<file path="src/rtl/fpu_pkg.sv">
// Shared types and constants for the FP issue controller: operation codes,
// controller states, rounding-mode encodings, fflags bit positions and the
// layout of one buffered decoded op.
package fpu_pkg;

    typedef enum logic [4:0] {
        OP_ADD, OP_SUB, OP_MUL, OP_DIV, OP_SQRT,
        OP_SGNJ, OP_SGNJN, OP_SGNJX, OP_MIN, OP_MAX,
        OP_CVT_W, OP_CVT_WU, OP_MV_XW, OP_MV_WX, OP_CLASS,
        OP_EQ, OP_LT, OP_LE, OP_MADD, OP_MSUB, OP_NMSUB
    } fpu_op_e;

    typedef enum logic [1:0] {
        ST_IDLE,
        ST_START,
        ST_WAIT,
        ST_WB
    } fpu_state_e;

    // Rounding-mode encodings (101 and 110 are reserved).
    localparam logic [2:0] RM_RNE = 3'd0;
    localparam logic [2:0] RM_RTZ = 3'd1;
    localparam logic [2:0] RM_RDN = 3'd2;
    localparam logic [2:0] RM_RUP = 3'd3;
    localparam logic [2:0] RM_RMM = 3'd4;
    localparam logic [2:0] RM_DYN = 3'd7;

    // fflags bit positions.
    localparam int FLAG_NX = 0;
    localparam int FLAG_UF = 1;
    localparam int FLAG_OF = 2;
    localparam int FLAG_DZ = 3;
    localparam int FLAG_NV = 4;
    localparam int FLAG_W  = 5;

    // Decoder class that the FPU datapath can execute.
    localparam logic [1:0] TYPE_FP_ARITH = 2'b11;

    typedef struct packed {
        logic [1:0] itype;
        logic [4:0] op;
        logic [4:0] rd;
        logic [4:0] rs1;
        logic [4:0] rs2;
        logic [4:0] rs3;
        logic [2:0] rm;
    } op_entry_t;

    // True when the 5-bit code names a member of fpu_op_e.
    function automatic logic is_fpu_op(input logic [4:0] op);
        return op <= OP_NMSUB;
    endfunction

    // True for the static rounding modes RNE..RMM.
    function automatic logic rm_is_static(input logic [2:0] rm);
        return rm <= RM_RMM;
    endfunction

endpackage

</file>
<file path="src/rtl/fpu_op_fifo.sv">
// Small synchronous FIFO holding decoded ops ahead of the issue FSM.
// Supports push and pop in the same cycle, including when full.
module fpu_op_fifo #(
    parameter int DEPTH = 2,
    parameter int WIDTH = 8
) (
    input  logic             clk,
    input  logic             rst,
    input  logic             push,
    input  logic             pop,
    input  logic [WIDTH-1:0] wdata,
    output logic [WIDTH-1:0] rdata,
    output logic             full,
    output logic             empty
);

    localparam int AW = (DEPTH > 1) ? $clog2(DEPTH) : 1;
    localparam logic [AW:0] CNT_FULL = (AW+1)'(DEPTH);

    logic [WIDTH-1:0] mem [DEPTH];
    logic [AW-1:0]    wr_ptr;
    logic [AW-1:0]    rd_ptr;
    logic [AW:0]      count;
    logic             do_push;
    logic             do_pop;

    assign do_pop  = pop && !empty;
    assign do_push = push && (!full || do_pop);
    assign full    = (count == CNT_FULL);
    assign empty   = (count == '0);
    assign rdata   = mem[rd_ptr];

    // Pointer and occupancy bookkeeping; pointers wrap naturally (DEPTH is a power of two).
    always_ff @(posedge clk) begin
        // NOTE: sequential state uses non-blocking assignments so every register sees pre-edge values.
        if (rst) begin
            wr_ptr <= '0;
            rd_ptr <= '0;
            count  <= '0;
        end else begin
            if (do_push) wr_ptr <= wr_ptr + 1'b1;
            if (do_pop)  rd_ptr <= rd_ptr + 1'b1;
            case ({do_push, do_pop})
                2'b10:   count <= count + 1'b1;
                2'b01:   count <= count - 1'b1;
                default: count <= count;
            endcase
        end
    end

    // Payload storage, written only on an accepted push.
    // NOTE: the array is deliberately not reset; occupancy comes from count, so stale entries are never consumed.
    always_ff @(posedge clk) begin
        if (do_push) mem[wr_ptr] <= wdata;
    end

endmodule

</file>
<file path="src/rtl/fpu_issue_ctrl.sv">
// Issue controller for the shared multi-cycle FPU: buffers decoded ops,
// resolves the dynamic rounding mode, drops illegal ops, starts the datapath,
// bounds the wait with a timeout and hands results to the FP write port.
module fpu_issue_ctrl
    import fpu_pkg::*;
#(
    parameter int DEPTH   = 2,
    parameter int TIMEOUT = 64
) (
    input  logic              clk,
    input  logic              rst,
    input  logic              in_valid,
    output logic              in_ready,
    input  logic [1:0]        in_type,
    input  logic [4:0]        in_op,
    input  logic [4:0]        in_rd,
    input  logic [4:0]        in_rs1,
    input  logic [4:0]        in_rs2,
    input  logic [4:0]        in_rs3,
    input  logic [2:0]        in_rm,
    input  logic [2:0]        frm,
    output logic              fpu_start,
    output logic [4:0]        fpu_op,
    output logic [4:0]        fpu_rs1,
    output logic [4:0]        fpu_rs2,
    output logic [4:0]        fpu_rs3,
    output logic [2:0]        fpu_rm,
    input  logic              fpu_done,
    input  logic [FLAG_W-1:0] fpu_flags,
    output logic              wb_valid,
    output logic [4:0]        wb_rd,
    input  logic              wb_ready,
    output logic [FLAG_W-1:0] fflags,
    input  logic              fflags_clr,
    output logic              illegal,
    output logic              timeout,
    output logic              busy
);

    localparam int            CW       = $clog2(TIMEOUT);
    localparam logic [CW-1:0] CNT_LAST = CW'(TIMEOUT - 1);

    fpu_state_e                   state;
    op_entry_t                    in_entry;
    op_entry_t                    head;
    logic [$bits(op_entry_t)-1:0] head_bits;
    logic                         fifo_full;
    logic                         fifo_empty;
    logic                         pop;
    logic [2:0]                   head_rm;
    logic                         head_legal;
    logic [CW-1:0]                wait_cnt;

    assign in_entry = '{itype: in_type, op: in_op, rd: in_rd, rs1: in_rs1,
                        rs2: in_rs2, rs3: in_rs3, rm: in_rm};
    assign head     = op_entry_t'(head_bits);
    assign in_ready = !fifo_full;
    assign pop      = (state == ST_IDLE) && !fifo_empty;
    assign busy     = (state != ST_IDLE) || !fifo_empty;

    fpu_op_fifo #(
        .DEPTH (DEPTH),
        .WIDTH ($bits(op_entry_t))
    ) u_fifo (
        .clk   (clk),
        .rst   (rst),
        .push  (in_valid && in_ready),
        .pop   (pop),
        .wdata (in_entry),
        .rdata (head_bits),
        .full  (fifo_full),
        .empty (fifo_empty)
    );

    // Resolve the head's rounding mode against frm and decide whether it can execute.
    always_comb begin
        // NOTE: every always_comb output gets a default first so no path can infer a latch.
        head_rm    = head.rm;
        head_legal = 1'b0;
        if (head.rm == RM_DYN) head_rm = frm;
        head_legal = (head.itype == TYPE_FP_ARITH) && rm_is_static(head_rm) && is_fpu_op(head.op);
    end

    // Issue FSM with registered handshake outputs and held operand fields.
    always_ff @(posedge clk) begin
        if (rst) begin
            state     <= ST_IDLE;
            fpu_start <= 1'b0;
            fpu_op    <= '0;
            fpu_rs1   <= '0;
            fpu_rs2   <= '0;
            fpu_rs3   <= '0;
            fpu_rm    <= '0;
            wb_valid  <= 1'b0;
            wb_rd     <= '0;
            illegal   <= 1'b0;
            timeout   <= 1'b0;
            wait_cnt  <= '0;
        end else begin
            fpu_start <= 1'b0;
            illegal   <= 1'b0;
            timeout   <= 1'b0;
            case (state)
                ST_IDLE: begin
                    if (!fifo_empty) begin
                        if (head_legal) begin
                            fpu_op    <= head.op;
                            fpu_rs1   <= head.rs1;
                            fpu_rs2   <= head.rs2;
                            fpu_rs3   <= head.rs3;
                            fpu_rm    <= head_rm;
                            wb_rd     <= head.rd;
                            fpu_start <= 1'b1;
                            state     <= ST_START;
                        end else begin
                            illegal <= 1'b1;
                        end
                    end
                end
                ST_START: begin
                    wait_cnt <= '0;
                    state    <= ST_WAIT;
                end
                ST_WAIT: begin
                    if (fpu_done) begin
                        wb_valid <= 1'b1;
                        state    <= ST_WB;
                    end else if (wait_cnt == CNT_LAST) begin
                        timeout <= 1'b1;
                        state   <= ST_IDLE;
                    end else begin
                        wait_cnt <= wait_cnt + 1'b1;
                    end
                end
                ST_WB: begin
                    if (wb_ready) begin
                        wb_valid <= 1'b0;
                        state    <= ST_IDLE;
                    end
                end
                default: state <= ST_IDLE;
            endcase
        end
    end

    // Sticky exception flags; a clear never masks flags arriving in the same cycle.
    always_ff @(posedge clk) begin
        if (rst) begin
            fflags <= '0;
        end else begin
            fflags <= (fflags_clr ? '0 : fflags) |
                      ((state == ST_WAIT && fpu_done) ? fpu_flags : '0);
        end
    end

endmodule
</file>
<file path="config.mk">
export PLATFORM = sky130hd
export DESIGN_NAME = fpu_issue_ctrl
export DESIGN_NICKNAME = d
export VERILOG_FILES = /design/src/rtl/fpu_pkg.sv /design/src/rtl/fpu_op_fifo.sv /design/src/rtl/fpu_issue_ctrl.sv
export SDC_FILE = /design/constraint.sdc
export NUM_CORES = 1
export LEC_CHECK = 0
export CORE_MARGIN = 2
export CORE_UTILIZATION = 55
export CTS_CLUSTER_SIZE = 40
export DETAILED_ROUTE_END_ITERATION = 12
export GPL_ROUTABILITY_DRIVEN = 0
export HOLD_SLACK_MARGIN = 0.06
export PLACE_DENSITY = 0.84
export REMOVE_ABC_BUFFERS = 1
export SYNTH_ARGS = -nofsm -noshare
export SYNTH_HDL_FRONTEND = slang
export SYNTH_SLANG_ARGS = --single-unit
</file>
<file path="constraint.sdc">
create_clock -name clk -period 4.75 [get_ports clk]
set_input_delay 0.95 -clock clk [delete_from_list [all_inputs] [get_ports clk]]
set_output_delay 0.95 -clock clk [all_outputs]
set_load 0.05 [all_outputs]
</file>
# --- Word level (Yosys, flattened, before mapping) ---
# Memory sizes are Yosys's and may differ from the RTL's. A register that Yosys moved wholly into a read port is not among the register bits.
# Index checks and enable logic that the tools add are counted.
# Widths: inputs -> output; s select.
classes:
  magnitude_cmp: 2
  n_eq_ne: 16
  addsub: 5
  muxes: 23
  reduce_logical: 23
  n_bitwise: 4
ops:
  columns: ["cell", "n"]
  rows:
  - ["$mux 6", 2]
  - ["$ne 2x2->1 const B", 6]
  - ["$pmux 6 s2", 1]
  - ["$eq 2x2->1 const B", 5]
  - ["$mux 2", 5]
  - ["$mux 5", 2]
  - ["$mux 1", 9]
  - ["$reduce_and 3->1", 3]
  - ["$pmux 2 s4", 1]
  - ["$reduce_bool 2->1", 4]
  - ["$logic_and 1x1->1", 7]
  - ["$add 6x1->6 const B", 1]
  - ["$eq 6x6->1 const B", 1]
  - ["$reduce_or 3->1", 2]
  - ["$le 5x5->1 const B", 1]
  - ["$or 5x5->5", 1]
  - ["$eq 2x1->1 const B", 2]
  - ["$logic_not 2->1", 2]
  - ["$pmux 2 s2", 1]
  - ["$reduce_and 4->1", 1]
  - ["$eq 3x3->1 const B", 1]
  - ["$le 3x3->1 const B", 1]
  - ["$mux 3", 1]
  - ["$ne 3x3->1 const B", 1]
  - ["7 further kinds", 12]
totals:
  n_memories: 1
  elab_cells: 90
  inputBits: 44
  output_inout_bits: 39
  ff_bits: 49
  ram_bits: 60
memory_table:
  columns: ["name", "depth", "word_bits", "read_ports", "rd_clocked_by_memory_dff", "wr", "line_no", "source"]
  rows:
  - ["u_fifo.mem", 2, 30, 1, 1, 1, "fpu_op_fifo.sv:20", "logic [WIDTH-1:0] mem [DEPTH];"]

# --- Logic depth before layout (Yosys ltp) ---
depth:
  word_depth: 8
  depth_mapped: 8
  mapped_depth_nobuf: 7

# --- Cells and area by module ---
# From an unflattened synthesis, not the netlist that was laid out.
unflattened:
  cells_unflattened: 352
  area_unflattened_um2: 4515.6
modules_own_cells:
  columns: ["mod", "instances", "cells_each", "seq_area_each_um2", "area_each_um2"]
  rows:
  - ["fpu_op_fifo", 1, 123, 1901.8, 2401.1]
  - ["fpu_issue_ctrl", 1, 229, 900.9, 2114.5]

# --- Worst setup path after synthesis ---
# Ideal clock, no wire load.
synth_path:
  path_kind: "flip-flop to flip-flop"
  from: "register u_fifo.count[0]"
  to: "memory u_fifo.mem[0][0] (netlist name) (enable)"
  path_stages_with_launch: 4
  arrival_ns: 2.359
  n_path_buf: 0
  period_less_slack_ns: 2.776
  path_slack_ns: 1.974
  required_time_ns: 4.333
  setup_ns: 0.417
  path_cell_list: "dfxtp_1 -> nand2b_1 -> nand2_1 -> nor2_1"
synth_between:
  word_cells_on_any_way: 11
  classes_between: "eq/ne (1); mux (2); reduce/logical (8)"
synth_lines:
  columns: ["element", "line_no", "source"]
  rows:
  - ["start, declared", "fpu_op_fifo.sv:23", "logic [AW:0] count;"]
  - ["start signal, assigned", "fpu_op_fifo.sv:44", "2'b10: count <= count + 1'b1;"]
  - ["start signal, assigned", "fpu_op_fifo.sv:45", "2'b01: count <= count - 1'b1;"]
  - ["start signal, assigned", "fpu_op_fifo.sv:46", "default: count <= count;"]
  - ["$eq 2x2->1 *", "fpu_op_fifo.sv:29", "assign full = (count == CNT_FULL);"]
  - ["$logic_not 1->1 *", "fpu_issue_ctrl.sv:57", "assign in_ready = !fifo_full;"]
  - ["via in_ready", "fpu_issue_ctrl.sv:13", "output logic in_ready,"]
  - ["$logic_and 1x1->1 or $logic_or 1x1->1 (tied branches)", "fpu_issue_ctrl.sv:67, fpu_op_fifo.sv:28", null]
  - ["$logic_and 1x1->1 *", "fpu_op_fifo.sv:28", "assign do_push = push && (!full || do_pop);"]
  - ["$mux 1 *", "fpu_op_fifo.sv:54", "if (do_push) mem[wr_ptr] <= wdata;"]
  - ["$mux 1 (not written as such) *", "fpu_op_fifo.sv:54", null]
  - ["end, declared", "fpu_op_fifo.sv:20", null]
# The timed path passes the listed nets; every way through them passes the cells marked *.

==> flow_summary_export.csv <==
group,metric,value,unit
outcome,status,"finished, final reports clean",
final_layout,area_delta_synth_final,24.0,%
global_routing,grt_pass1_wl,13.9,mm
worst_setup_path,path_cells,"nand3_1 -> o21ai_0 -> and3_1 -> nand2_1 -> mux2i_1",
synthesis,synth_xor_area_share,1.62,%
floorplan,rows,32,
detailed_routing,vias,2823,
clock_network,worst_skew_pair.late_latency,0.37,ns
timing,finalCritPeriodShare,60.9,%
clock_network,cts_tree,"built",
synthesis,syn_inst,325,
worst_setup_path,crit_fanout,37,
detailed_routing,ant_nets,0,
clock_network,numCtsBuffers,9,
detailed_routing,vias_per_cell,5.54,
global_routing,antenna_found_initial,0,
timing,hold_viol,0,
synthesis,synth-simple-area-share,8.09,%
global_routing,grt_use_total,21.2,%
synthesis,synth_compound_area_share,15.1,%
place,hpwl,5.91,mm
detailed_routing,wl_per_cell,17.2,um
worst_setup_path,required,5.01,ns
detailed_routing,drt_pass1_iterations,4,
timing,fin_crit,2.89,ns
worst_setup_path,start_kind,"flip-flop",
synthesis,synth_top_family_by_area,"compound AO/OA/AOI/OAI gates",
floorplan,die_w,92.7,um
floorplan,start_util,56.3,%
final_layout,fin_nets,449,
synthesis,async_flop_share,0,%
detailed_routing,wirelength,8.76,mm
clock_network,ctsLongestPathBuffers,2,
worst_setup_path,worstPathArrival,3.15,ns
synthesis,yosys_warnings,0,
clock_network,cts_sinks,110,
synthesis,syn_avg_cell_area,13.3,um^2
detailed_routing,drt_iter0_markers,142,
timing,max_slew_margin,21.1,%
timing,final.setup.tns,0,ns
clock_network,root_buffer,"clkbuf_8",
place,post_dp_cell_area,5180,um^2
power,peakVddDrop,0.331,mV
global_routing,grt_max_degree,47,
floorplan,die_area,8600,um^2
synthesis,synth_edf_count,60,
timing,max_freq,346,MHz
synthesis,synth_cell_types,45,
timing,slew_violations,0,
synthesis,synth_fa_ha_area_share,0.578,%
worst_setup_path,cpLargestDelayFamily,"simple AND/OR/NAND/NOR gates",
timing,tightest_slew,1.18,ns
clock_network,clk_pin_slew,0.11,ns
synthesis,ys_ff_latch,110,
power,leakage,1.79,nW
clock_network,hold_buffers,0,
worst_setup_path,cp_slowest_cell,"dfxtp_2",
global_routing,grt_pass1_vias,2862,
synthesis,synthMuxAreaShare,6.96,%
final_layout,final_common_cell,"clkdlybuf4s50_1",
global_routing,overflow,0,
job,max-cap-violations,0,
worst_setup_path,rrSetupSlack,1.86,ns
timing,setup_viol,0,
clock_network,h-tree-depth,3,
worst_setup_path,end_kind,"flip-flop",
worst_setup_path,path_buf_inv,0,
clock_network,post_cts_buffers,0,
detailed_routing,drc,0,
min_path,min_path_type,"reg -> reg",
floorplan,dieHeight,92.7,um
power,power.density,492,nW/um^2
final_layout,design_area,5370,um^2
final_layout,drive_above_1_share,12.7,%
floorplan,coreArea,7690,um^2
final_layout,final_cell_mix,"81 x clkdlybuf4s50_1, 60 x edfxtp_1, 49 x dfxtp_1",
floorplan,boundaryPins,83,
worst_setup_path,slowest_delay,0.99,ns
synthesis,ys.flop_type,"edfxtp_1",
synthesis,ys_seq_area_share,64.7,%
timing,rsz0062_at_grt,"false",
timing,finClkSkew,0.0108,ns
clock_network,post_cts.resized_instances,0,
final_layout,n_antenna_cell,0,
place,portBuffers,82,
worst_setup_path,worstSetupPathType,"reg -> reg",
synthesis,synth_area,4330,um^2
[metal layers]
metal	GRT usage, %	vias up	share of wire, %
met3	4.88	13	5.6
met4	7.72	0	1.9
met1	26.9	1361	43
met2	35.9	87	49
met5	0	-	0
li1	-	1362	-
[worst register-to-register path: stages (launching register included)]
cell and delay (ns):
dfxtp_2 0.99, nand3_1 0.16, o21ai_0 0.16, and3_1 0.89, nand2_1 0.38, mux2i_1 0.20
[sequential cells by signal, indices dropped and copies added, names as in the netlist, 5 cells and up, named ones only]
signal	flops
wait_cnt	6
fpu_rs3	5
fpu_op	5
u_fifo.mem	60
wb_rd	5
fpu_rs1	5
fpu_rs2	5
fflags	5
[cell usage after synthesis (5+ instances only)]
cell type / n / share of area [%]
nor2_1: 25 / 2.2
nor2b_1: 7 / 1.0
a21oi_1: 35 / 4.0
clkbuf_1: 5 / 0.43
and3_1: 6 / 0.87
xor2_1: 6 / 1.2
buf_2: 5 / 0.58
edfxtp_1: 60 / 42
a211oi_2: 20 / 5.8
a211oi_1: 5 / 0.87
dfxtp_1: 50 / 23
nand2_1: 13 / 1.1
o21ai_0: 7 / 0.81
nand3_1: 5 / 0.58
mux2i_1: 29 / 6.7
[layout make-up]
cell class / count / area (um^2)
Inverter: 3 / 11.3
Tap cell: 102 / 128
Sequential cell: 110 / 2800
Timing Repair Buffer: 85 / 838
Clock inverter: 6 / 55.1
Clock buffer: 10 / 128
Fill cell: 529 / 2320
Multi-Input combinational cell: 194 / 1400
[worst paths after layout]
kind / start / depth (start not counted) / end
worst max-delay path: flip-flop / 5 / fpu_rm[0]
worst min-delay path: fpu_rm[1] / 2 / fpu_rm[1]
worst max register to register: flip-flop / 5 / fpu_rm[0]
worst min register to register: fpu_rm[1] / 2 / fpu_rm[1]
[report_power, final]
part	internal [mW]	leakage [nW]	switching [mW]
combinational	0.305	0.740	0.540
sequential	1.16	0.967	0.111
clock	0.200	0.0865	0.328
total	1.66	1.79	0.980
[cell families after synthesis]
group,Yosys count
compound gates,85
xor+xnor,8
fa+ha+maj,2
buf+inv,21
flops,110
mux,30
simple gates,69
[metrics by stage]
stage          worst slack [ns]  util [%]  power, mW  hold slack (ns)  instances
2_1_floorplan              1.77         -       1.84            0.464        307
3_3_place_gp               1.60      67.4       2.10            0.451        494
3_5_place_dp               1.54      67.4       2.13            0.463        494
4_1_cts                    1.86      69.8       2.65            0.477        510
5_1_grt                    1.60      69.8       2.76            0.511        510
6_report                   1.86      69.8       2.64            0.477        510
Note: power is estimated with default switching activity, not from simulation.
